==> src/rtl/onehot_index_decoder_pkg.sv <==
// Shared constants and state encoding for the one-hot index decoder.
// Imported by the interface and the decoder module.
package onehot_index_decoder_pkg;

  localparam int unsigned DEC_WIDTH = 32;
  localparam int unsigned DEC_IDX_W = 5;

  // Hit counter is 2 bits and stops at 2: "two or more bits set".
  localparam logic [1:0] HIT_SAT = 2'd2;

  typedef enum logic [1:0] {
    IDLE = 2'd0,
    SCAN = 2'd1,
    DONE = 2'd2
  } dec_state_e;

endpackage

==> src/rtl/onehot_index_decoder_if.sv <==
// Valid/ready input and result channels of the one-hot index decoder.
// The master side is the upstream producer and result consumer.
interface onehot_index_decoder_if
  import onehot_index_decoder_pkg::*;
#(
  parameter int unsigned WIDTH = DEC_WIDTH,
  parameter int unsigned IDX_W = DEC_IDX_W
);

  logic             in_valid;
  logic             in_ready;
  logic [WIDTH-1:0] in_vec;
  logic             out_valid;
  logic             out_ready;
  logic [IDX_W-1:0] out_idx;
  logic             out_err_zero;
  logic             out_err_multi;

  modport master (
    output in_valid,
    output in_vec,
    output out_ready,
    input  in_ready,
    input  out_valid,
    input  out_idx,
    input  out_err_zero,
    input  out_err_multi
  );

  modport slave (
    input  in_valid,
    input  in_vec,
    input  out_ready,
    output in_ready,
    output out_valid,
    output out_idx,
    output out_err_zero,
    output out_err_multi
  );

endinterface

==> src/rtl/onehot_index_decoder.sv <==
// Sequential one-hot to binary index decoder: scans a captured vector MSB first,
// one bit per cycle, with fixed WIDTH-cycle latency and zero/multi-hot flags.
module onehot_index_decoder
  import onehot_index_decoder_pkg::*;
#(
  parameter int unsigned WIDTH = DEC_WIDTH,
  parameter int unsigned IDX_W = DEC_IDX_W
) (
  input logic                  clk,
  input logic                  rst,
  onehot_index_decoder_if.slave bus
);

  if (IDX_W != $clog2(WIDTH)) begin : g_width_check
    $error("onehot_index_decoder: IDX_W must equal clog2(WIDTH)");
  end

  localparam logic [IDX_W-1:0] CNT_TOP = IDX_W'(WIDTH - 1);

  dec_state_e       state_q,     state_d;
  logic [IDX_W-1:0] cnt_q,       cnt_d;
  logic [1:0]       hit_q,       hit_d;
  logic [WIDTH-1:0] shadow_q,    shadow_d;
  logic [IDX_W-1:0] idx_q,       idx_d;
  logic             out_valid_q, out_valid_d;
  logic [IDX_W-1:0] out_idx_q,   out_idx_d;
  logic             err_zero_q,  err_zero_d;
  logic             err_multi_q, err_multi_d;

  logic             scan_bit;

  always_comb begin
    state_d     = state_q;
    cnt_d       = cnt_q;
    hit_d       = hit_q;
    shadow_d    = shadow_q;
    idx_d       = idx_q;
    out_valid_d = out_valid_q;
    out_idx_d   = out_idx_q;
    err_zero_d  = err_zero_q;
    err_multi_d = err_multi_q;
    scan_bit    = shadow_q[cnt_q];

    case (state_q)
      IDLE: begin
        if (bus.in_valid) begin
          shadow_d = bus.in_vec;
          cnt_d    = CNT_TOP;
          hit_d    = '0;
          idx_d    = '0;
          state_d  = SCAN;
        end
      end

      SCAN: begin
        // First hit seen in MSB-first order is the encoder's priority winner.
        if (scan_bit && (hit_q == '0)) begin
          idx_d = cnt_q;
        end
        if (scan_bit && (hit_q != HIT_SAT)) begin
          hit_d = hit_q + 2'd1;
        end
        if (cnt_q == '0) begin
          state_d     = DONE;
          out_valid_d = 1'b1;
          out_idx_d   = idx_d;
          err_zero_d  = (hit_d == '0);
          err_multi_d = (hit_d >= HIT_SAT);
        end else begin
          cnt_d = cnt_q - 1'b1;
        end
      end

      DONE: begin
        if (bus.out_ready) begin
          out_valid_d = 1'b0;
          state_d     = IDLE;
        end
      end

      default: state_d = IDLE;
    endcase
  end

  always_ff @(posedge clk) begin
    if (!rst) begin
      state_q     <= IDLE;
      cnt_q       <= CNT_TOP;
      hit_q       <= '0;
      shadow_q    <= '0;
      idx_q       <= '0;
      out_valid_q <= 1'b0;
      out_idx_q   <= '0;
      err_zero_q  <= 1'b0;
      err_multi_q <= 1'b0;
    end else begin
      state_q     <= state_d;
      cnt_q       <= cnt_d;
      hit_q       <= hit_d;
      shadow_q    <= shadow_d;
      idx_q       <= idx_d;
      out_valid_q <= out_valid_d;
      out_idx_q   <= out_idx_d;
      err_zero_q  <= err_zero_d;
      err_multi_q <= err_multi_d;
    end
  end

  assign bus.in_ready      = (state_q == IDLE);
  assign bus.out_valid     = out_valid_q;
  assign bus.out_idx       = out_idx_q;
  assign bus.out_err_zero  = err_zero_q;
  assign bus.out_err_multi = err_multi_q;

endmodule

==> src/flat_wrapper.sv <==
// flat-port wrapper written by rule: the top's interface ports become plain ports
module onehot_index_decoder_flat import onehot_index_decoder_pkg::*;
#(
  parameter int unsigned WIDTH = DEC_WIDTH,
  parameter int unsigned IDX_W = DEC_IDX_W
)
  (clk, rst, bus_in_valid, bus_in_vec, bus_out_ready, bus_in_ready, bus_out_valid, bus_out_idx, bus_out_err_zero, bus_out_err_multi);
  onehot_index_decoder_if #(.WIDTH(WIDTH), .IDX_W(IDX_W)) bus_i ();
  input logic clk;
  input logic rst;
  input wire logic [$bits(bus_i.in_valid)-1:0] bus_in_valid;
  input wire logic [$bits(bus_i.in_vec)-1:0] bus_in_vec;
  input wire logic [$bits(bus_i.out_ready)-1:0] bus_out_ready;
  output wire logic [$bits(bus_i.in_ready)-1:0] bus_in_ready;
  output wire logic [$bits(bus_i.out_valid)-1:0] bus_out_valid;
  output wire logic [$bits(bus_i.out_idx)-1:0] bus_out_idx;
  output wire logic [$bits(bus_i.out_err_zero)-1:0] bus_out_err_zero;
  output wire logic [$bits(bus_i.out_err_multi)-1:0] bus_out_err_multi;
  assign bus_i.in_valid = bus_in_valid;
  assign bus_i.in_vec = bus_in_vec;
  assign bus_i.out_ready = bus_out_ready;
  assign bus_in_ready = bus_i.in_ready;
  assign bus_out_valid = bus_i.out_valid;
  assign bus_out_idx = bus_i.out_idx;
  assign bus_out_err_zero = bus_i.out_err_zero;
  assign bus_out_err_multi = bus_i.out_err_multi;
  onehot_index_decoder #(.WIDTH(WIDTH), .IDX_W(IDX_W)) u_core (.clk(clk), .rst(rst), .bus(bus_i));
endmodule
==> config.mk <==
export PLATFORM = sky130hd
export DESIGN_NAME = onehot_index_decoder_flat
export DESIGN_NICKNAME = d
export VERILOG_FILES = /design/src/rtl/onehot_index_decoder_pkg.sv /design/src/rtl/onehot_index_decoder_if.sv /design/src/rtl/onehot_index_decoder.sv /design/src/flat_wrapper.sv
export SDC_FILE = /design/constraint.sdc
export NUM_CORES = 1
export LEC_CHECK = 0
export CAP_MARGIN = 20
export CORE_MARGIN = 1.5
export CORE_UTILIZATION = 52
export DETAILED_ROUTE_END_ITERATION = 12
export PLACE_DENSITY = 0.89
export SLEW_MARGIN = 0
export SYNTH_ARGS = -nofsm -noshare
export SYNTH_HDL_FRONTEND = slang
export SYNTH_SLANG_ARGS = --single-unit
==> constraint.sdc <==
create_clock -name clk -period 3 [get_ports clk]
set_clock_uncertainty 0.05 [all_clocks]
set_input_delay 0.6 -clock clk [delete_from_list [all_inputs] [get_ports clk]]
set_output_delay 0.6 -clock clk [all_outputs]
set_load 0.02 [all_outputs]
After elaboration in Yosys (flattened, before gate mapping). Index checks and enable logic that the tools add are counted.

Register bits: 54. Latch bits: 0. Bits in writable memories: 0. Memory bits (read-only): 0. Input bits: 36. Output and inout bits: 9. Logic and storage cells: 53. Memories kept: 0.

$add $sub $neg: 2. Multipliers: 0. Divide/modulo/power cells: 0. Magnitude comparators: 2. Equal/unequal tests: 7. Shift operators: 0. Multiplexer cells: 19. Bitwise operators: 0. Reductions and logical operators: 14.

Operators with widths (count): two-way mux 5 bit (4); one-hot mux 5 bit (2 select lines) (2); two-way mux 2 bit (6); AND reduction 3 bit (3); inequality test 2 bit (second input constant) (4); logical NOT 2 bit (3); < comparator 5 x 6 -> 1 bit (second input constant) (1); one-hot mux 2 bit (3 select lines) (1); AND reduction 2 bit (3); binary-select mux 1 bit (select 5 bit) (1); logical NOT 5 bit (1); subtractor 5 x 1 -> 5 bit (second input constant) (1); one-hot mux 2 bit (2 select lines) (1); nonzero test 2 bit (2); two-way mux 1 bit (3); adder 2 x 1 -> 2 bit (second input constant) (1); equality test 2 x 1 -> 1 bit (second input constant) (1); equality test 2 bit (second input constant) (1); >= comparator 2 bit (second input constant) (1); logical AND 1 bit (2); inequality test 2 x 1 -> 1 bit (second input constant) (1); one-hot mux 1 bit (2 select lines) (1).

Longest topological paths before layout. Gate-level depths: netlist (run 1).

Depth in word-level cells: 6. Gate-level depth with buffers: 10. Mapped depth without buffers: 7.

Worst setup path after synthesis (run 1). Ideal clock, no wire load.

Path kind: register -> register. Start point: reg u_core.cnt_q[1]. End point: reg u_core.out_idx_q[2], in the netlist u_core.bus.out_idx[2]. Setup time: 0.065 ns. Data arrival time: 2.068 ns. Data required time: 2.885 ns. Setup slack: 0.817 ns. Cell stages (with the launch flop): 11. Buffers on the path: 3. Period minus slack after synthesis: 2.183 ns. Path through: dfxtp_1 buf_2 buf_2 inv_1 ha_1 nor4b_1 and2_1 clkbuf_1 nand2_1 a2bb2oi_1 nor2_1.

Word-level cells in the longest chain between the ends: 4. Elaborated cells on any way between the ends: 6. Classes of those cells: 3 x mux; 3 x reduce/logical.

Ends and longest elaborated chain: start, declared (line onehot_index_decoder.sv:21) `logic [IDX_W-1:0] cnt_q, cnt_d;`; start signal, assigned (line onehot_index_decoder.sv:98) `cnt_q <= cnt_d;`; binary-select mux 1 bit (select 5 bit) (line onehot_index_decoder.sv:42) `scan_bit = shadow_q[cnt_q];`; two-way mux 1 bit (not written as such) (line onehot_index_decoder.sv:42); logical AND 1 bit (line onehot_index_decoder.sv:57) `if (scan_bit && (hit_q == '0)) begin`; two-way mux 5 bit (line onehot_index_decoder.sv:57); end signal, assigned (line onehot_index_decoder.sv:103) `out_idx_q <= out_idx_d;`; end, declared (line onehot_index_decoder.sv:26) `logic [IDX_W-1:0] out_idx_q, out_idx_d;`.

Parallel ways exist; a longest one is shown, timed or not. The select of a mux whose other input is x is not followed. A chain may end at the register's enable or synchronous reset.

Worst setup path in the final report (run 1).
Start point: reg u_core.cnt_q[0]. End point: reg u_core.hit_q[1].

Word-level cells in the longest chain between the ends: 6.

Ends and longest elaborated chain: binary-select mux 1 bit (select 5 bit) (line onehot_index_decoder.sv:42); two-way mux 1 bit (not written as such) (line onehot_index_decoder.sv:42); logical AND 1 bit (line onehot_index_decoder.sv:60) `if (scan_bit && (hit_q != HIT_SAT)) begin`; two-way mux 2 bit (line onehot_index_decoder.sv:60); two-way mux 2 bit (line onehot_index_decoder.sv:44) `case (state_q)`; one-hot mux 2 bit (2 select lines) (line onehot_index_decoder.sv:44); end signal, assigned (line onehot_index_decoder.sv:99) `hit_q <= hit_d;`; end, declared (line onehot_index_decoder.sv:22) `logic [1:0] hit_q, hit_d;`.

Every way passes these cells. The select of a mux whose other input is x is not followed.

==> results of run 1 <==
worst min-delay path: cells and delay by family (launching register included):
kind	cells	cell delay (ps)
compound gates	1	50
flops	1	320
simple gates	1	50
layout make-up:
type,count,area (µm²)
clock buffers,7,76.3
clock inverters,1,30.0
fillers,370,1440
inverters,6,22.5
multi-input cells,211,1240
flip-flops and latches,54,1080
well taps,52,65.1
repair buffers,50,485
cells in the final DEF (no fill, tap or decap), types with 4 or more instances in the layout:
cell type / Yosys / routed
clkdlybuf4s50_1: 0 / 44
mux2i_1: 17 / 17
nand2_1: 80 / 80
inv_1: 6 / 6
nand3_1: 14 / 14
dfxtp_1: 54 / 54
clkbuf_8: 0 / 5
o21ai_0: 6 / 6
a21oi_1: 43 / 43
buf_4: 0 / 6
nor2_1: 9 / 9
nor2b_1: 4 / 4
worst max-delay path by stage:
stage,startpoint,to,depth (start not counted)
3_3_place_gp,u_core.cnt_q[0],u_core.idx_q[2],6
2_1_floorplan,u_core.cnt_q[1],u_core.bus.out_idx[2],10
4_1_cts,u_core.cnt_q[0],u_core.idx_q[3],6
6_report,u_core.cnt_q[0],u_core.hit_q[1],6
3_5_place_dp,u_core.cnt_q[0],u_core.hit_q[1],6
5_1_grt,u_core.cnt_q[0],u_core.idx_q[1],6
logic make-up (layout without fill, tap and decap cells):
family,after synthesis,after routing,share of synthesized area
DFF,54,54,0.442
AOI/OAI and AO/OA,65,65,0.162
and+or+nand+nor,120,120,0.213
buffers and inverters,27,64,0.0486
muxes,21,21,0.111
adders and majority gates,3,3,0.0154
xor gates and xnor gates,2,2,0.00717
through the flow:
| step | area [µm²] | total power, µW | util | setup slack, ps | hold slack [ps] |
|---|---|---|---|---|---|
| floorplan | 2440 | 884 | - | 817 | 382 |
| global placement | 2900 | 951 | 0.652 | 601 | 391 |
| detailed placement | 2900 | 958 | 0.652 | 489 | 399 |
| CTS | 3000 | 1420 | 0.676 | 455 | 410 |
| global route | 3000 | 1470 | 0.676 | 313 | 427 |
| finish | 3000 | 1410 | 0.676 | 454 | 407 |
registers in the layout, indices dropped and copies added (netlist names):
register and flops:
u_core.shadow_q 32, u_core.bus.out_valid 1, u_core.bus.out_err_multi 1, u_core.hit_q 2, u_core.state_q 2, u_core.idx_q 5
u_core.bus.out_err_zero 1, u_core.cnt_q 5, u_core.bus.out_idx 5
power breakdown:
part	total [µW]	switching, µW	internal (µW)
sequential	767	20.9	746
combinational	175	83.6	91.0
clock	469	220	250
total	1410	324	1090
routing by layer:
metal,track usage,up-vias,wire length [µm]
met5,0,-,0
met4,0.101,0,121
met3,0.0436,12,197
met2,0.364,52,2520
met1,0.270,966,2290
li1,-,1067,-
==> run_results.csv, run 1 <==
group,metric,value,unit
run_status,outcome,"complete, no violations",
synthesis,seq_area_frac_synth,0.442,
clock_network,htreeDepth,2,
detailed_routing,ant_nets,0,
clock_network,clockBufferDepth,2,
clock_network,cts_sinks,54,
detailed_routing,totalWireLength,5120,µm
job,maxCapViolations,0,
clock_network,postCtsSetupBuffers,0,
timing,fmax,0.393,GHz
critical_path,r2r_cells,6,
detailed_routing,drt_first_pass_iters,6,
synthesis,synth_nets,331,
die,core,0.00444,mm²
hold_path,holdPathStages,2,
final_layout,final_cells,381,
place,dp_cells,373,
synthesis,ys_ff_latch,54,
timing,setup-tns-final,0,ps
die,die_w,71.6,µm
synthesis,synth_top_area_frac,0.442,
critical_path,cp_num_buf_inv,0,
global_route,grt_overflow,0,
clock_network,cts_tree,"built",
place,dp_hpwl,3650,µm
die,start_util,0.550,
critical_path,critPathSlowestCell,"dfxtp_1",
synthesis,yosys_warnings,0,
critical_path,crit_chain,"mux4_1, a22o_1, a31oi_2, a211oi_1, or3_1, a21oi_1",
timing,slew-limit-headroom,0.531,
synthesis,netlist_instances,292,
critical_path,cp_top_family,"compound AO/OA/AOI/OAI gates",
hold_path,hp-class,"reg -> reg",
die,io_pins,45,
detailed_routing,vias_per_cell,5.50,
timing,period_share,0.849,
power,power_density,470,mW/mm²
clock_network,cts_resized,0,
die,die-area,0.00512,mm²
global_route,grt_pass1_wl,8870,µm
clock_network,cts_root_buffer,"clkbuf_8",
clock_network,clk_latency,300,ps
synthesis,synth_top_area_cell,"dfxtp_1",
die,die_h,71.6,µm
timing,report.final.slew_viol_count,0,
final_layout,syn2layout_area_growth,22.9,%
clock_network,cts_buffers,5,
critical_path,critical_path_class,"reg -> reg",
synthesis,syn-cell-area,0.00244,mm²
critical_path,r2r_slack,450,ps
critical_path,cp_slowest_stage_delay,640,ps
synthesis,ys_top_cells_by_count,"nand2_1 (80), dfxtp_1 (54), a21oi_1 (43), mux2i_1 (17), clkbuf_1 (15)",
critical_path,worst-endpoint-arrival,2740,ps
critical_path,reg2reg_to,"u_core.hit_q[1]",
power,leakagePower,0.00119,µW
synthesis,synthTopCellsByArea,"dfxtp_1 (44%), nand2_1 (12%), a21oi_1 (8.8%)",
synthesis,synth_edf_count,0,
clock_network,clk_pin_slew,90,ps
global_route,track_usage,0.217,
timing,finalSetupViolCount,0,
timing,hold_viol,0,
timing,worstMarginPinSlew,703,ps
critical_path,critical_path_peak_fanout,13,
synthesis,yosysMostFrequentCell,"nand2_1",
power,vdd_drop_max,275,µV
place,place_congestion,0.846,
global_route,antenna_found_initial,0,
detailed_routing,vias,2097,
global_route,first_global_vias,2016,
final_layout,antenna_cells,0,
global_route,grt_max_degree,42,
timing,fin_crit,2550,ps
critical_path,start_kind,"flip-flop",
critical_path,critPathCaptureType,"flip-flop",
detailed_routing,drcViolationCount,0,
final_layout,drive_above_1_share,0.0517,
synthesis,synth_ff_type,"dfxtp_1",
critical_path,timing.rr.start,"u_core.cnt_q[0]",
hold_path,holdPathEnd,"u_core.shadow_q[11]",
final_layout,nNetsFinal,367,
synthesis,synth_cell_types,37,
clock_network,ctsHoldBuffers,0,
timing,rsz0062_at_grt,"no",
die,fp-row-count,24,
detailed_routing,routedWlPerCell,13.4,µm
synthesis,async_flop_share,0,
hold_path,hp-start,"u_core.shadow_q[11]",
detailed_routing,drtIter0Drc,133,
place,io_buffer_count,44,
critical_path,crit_required,3190,ps
synthesis,synth.avg_cell_area,8.37,µm²
Note: power is estimated with default switching activity, not from simulation.
==> run 2: changes to the inputs <==
clock period = 2.5 ns   (was 3 ns; I/O delays follow)
==> run 2 against run 1 <==
  * Combinational power grew 24%
  * Fmax rose by 13%
  * Final cell count is 0.79% higher
  * Critical path depth is the same
  * Power up 16%
  * Global-route usage shrank 0.43 points
  * Die area did not move
  * Non-clock buffer count rose by 3
  * Sequential cell count unchanged
  * First-iteration DRC count increased by 3.8%
==> run_results.csv, run 2 (synthesized netlist as in run 1, its figures left out) <==
group,metric,value,unit
clock_network,postCtsSetupBuffers,0,
detailed_routing,drtIter0Drc,138,
clock_network,clockBufferDepth,2,
detailed_routing,vias,2096,
timing,finalSetupViolCount,0,
die,die_h,71.6,µm
hold_path,hp-start,"u_core.shadow_q[11]",
critical_path,timing.rr.start,"u_core.cnt_q[0]",
timing,rsz0062_at_grt,"no",
critical_path,startpoint,"u_core.cnt_q[0]",
clock_network,htreeDepth,2,
hold_path,hp-class,"reg -> reg",
die,die_w,71.6,µm
critical_path,crit_required,2640,ps
power,leakagePower,0.00120,µW
global_route,grt_max_degree,42,
place,place_congestion,0.965,
die,start_util,0.550,
critical_path,critPathCaptureType,"flip-flop",
timing,report.final.slew_viol_count,0,
final_layout,nNetsFinal,370,
detailed_routing,routed.top_layer,"met4",
place,dp_hpwl,3560,µm
run_status,outcome,"complete, no violations",
critical_path,crit_chain,"mux4_1, a22o_1, a31oi_2, a21boi_2, and2_1, mux2i_1",
timing,worstMarginPinSlew,388,ps
die,die-area,0.00512,mm²
critical_path,cp_top_family,"multiplexers",
detailed_routing,routedWlPerCell,12.9,µm
detailed_routing,routed-wl-met2,2380,µm
detailed_routing,ant_nets,0,
die,fp-row-count,24,
timing,setup-tns-final,0,ps
clock_network,ctsHoldBuffers,0,
final_layout,antenna_cells,0,
critical_path,critical_path_class,"reg -> reg",
place,io_buffer_count,44,
power,vdd_drop_max,407,µV
final_layout,top_register,"u_core.shadow_q",
critical_path,cp_slowest_stage_delay,570,ps
global_route,track_usage,0.213,
critical_path,worst-endpoint-arrival,2400,ps
global_route,grt_pass1_wl,8620,µm
timing,period_share,0.903,
detailed_routing,totalWireLength,4950,µm
final_layout,final_common_cell,"nand2_1",
detailed_routing,drcViolationCount,0,
clock_network,cts_resized,0,
detailed_routing,wl_met1,2290,µm
final_layout,drive_above_1_share,0.0663,
critical_path,cp_num_buf_inv,0,
clock_network,cts_root_buffer,"clkbuf_8",
detailed_routing,wl_met3,215,µm
clock_network,clk_latency,310,ps
job,maxCapViolations,0,
clock_network,clk_pin_slew,90,ps
timing,fin_crit,2260,ps
clock_network,cts_buffers,5,
clock_network,cts_sinks,54,
final_layout,syn2layout_area_growth,23.8,%
global_route,antenna_found_initial,0,
power,power_density,539,mW/mm²
timing,hold_viol,0,
critical_path,start_kind,"flip-flop",
timing,fmax,0.443,GHz
critical_path,critical_path_peak_fanout,7,
timing,slew-limit-headroom,0.740,
clock_network,cts_tree,"built",
timing,setup_slack,243,ps
critical_path,critPathSlowestCell,"mux4_1",
detailed_routing,drt_first_pass_iters,6,
global_route,first_global_vias,1967,
die,core,0.00444,mm²
detailed_routing,vias_per_cell,5.46,
final_layout,largest_register_ff_count,32,
die,io_pins,45,
final_layout,most-common-layout-cells,"nand2_1 (80), dfxtp_1 (53), clkdlybuf4s50_1 (44)",
global_route,grt_overflow,0,
place,pre_cts_ws,155,ps
-- run 2: cell type report --
class	instances	area, µm²
Fill cell	361	1420
Timing Repair Buffer	53	520
Sequential cell	54	1080
Tap cell	52	65.1
Clock buffer	7	86.3
Inverter	6	22.5
Clock inverter	1	5.00
Multi-Input combinational cell	211	1240
-- run 2: report_power, final --
part	internal (µW)	leakage [µW]	switching, µW
clock network	224	0.0000482	272
registers	895	0.000440	22.2
logic	114	0.000709	103
total	1230	0.00120	397
-- run 2: per-layer routing --
metal | GRT usage | up-vias
li1 | - | 1076
met1 | 0.264 | 962
met2 | 0.361 | 52
met3 | 0.0478 | 6
met4 | 0.0839 | 0
met5 | 0 | -
-- run 2: tightest hold or removal path: cells and delay by family (launching register included) --
family / cells / cell delay (ps)
AND/OR/NAND/NOR: 1 / 50
flip-flops: 1 / 320
AO/OA/AOI/OAI: 1 / 50
-- run 2: per-stage QoR --
step / total power (µW) / cells / hold slack, ps / area, µm² / utilization
after CTS: 1640 / 384 / 409 / 3020 / 0.680
after global placement: 1150 / 376 / 392 / 2930 / 0.660
after global routing: 1700 / 384 / 423 / 3030 / 0.681
final: 1630 / 384 / 406 / 3030 / 0.681
after floorplan: 1060 / 292 / 382 / 2440 / -
after detailed placement: 1150 / 376 / 397 / 2930 / 0.660
-- run 2: final timing paths --
path / end / slack, ps / cells past startpoint
worst max-delay path: u_core.idx_q[0] / 240 / 6
worst max register to register: u_core.idx_q[0] / 240 / 6
worst min-delay path: u_core.shadow_q[11] / 410 / 2
worst min register to register: u_core.shadow_q[11] / 410 / 2
==> run 3: changes to the inputs <==
CAP_MARGIN = 0   (was 20)
==> results of run 3 <==
Final layout, timing and power as in run 2 (identical DEF).
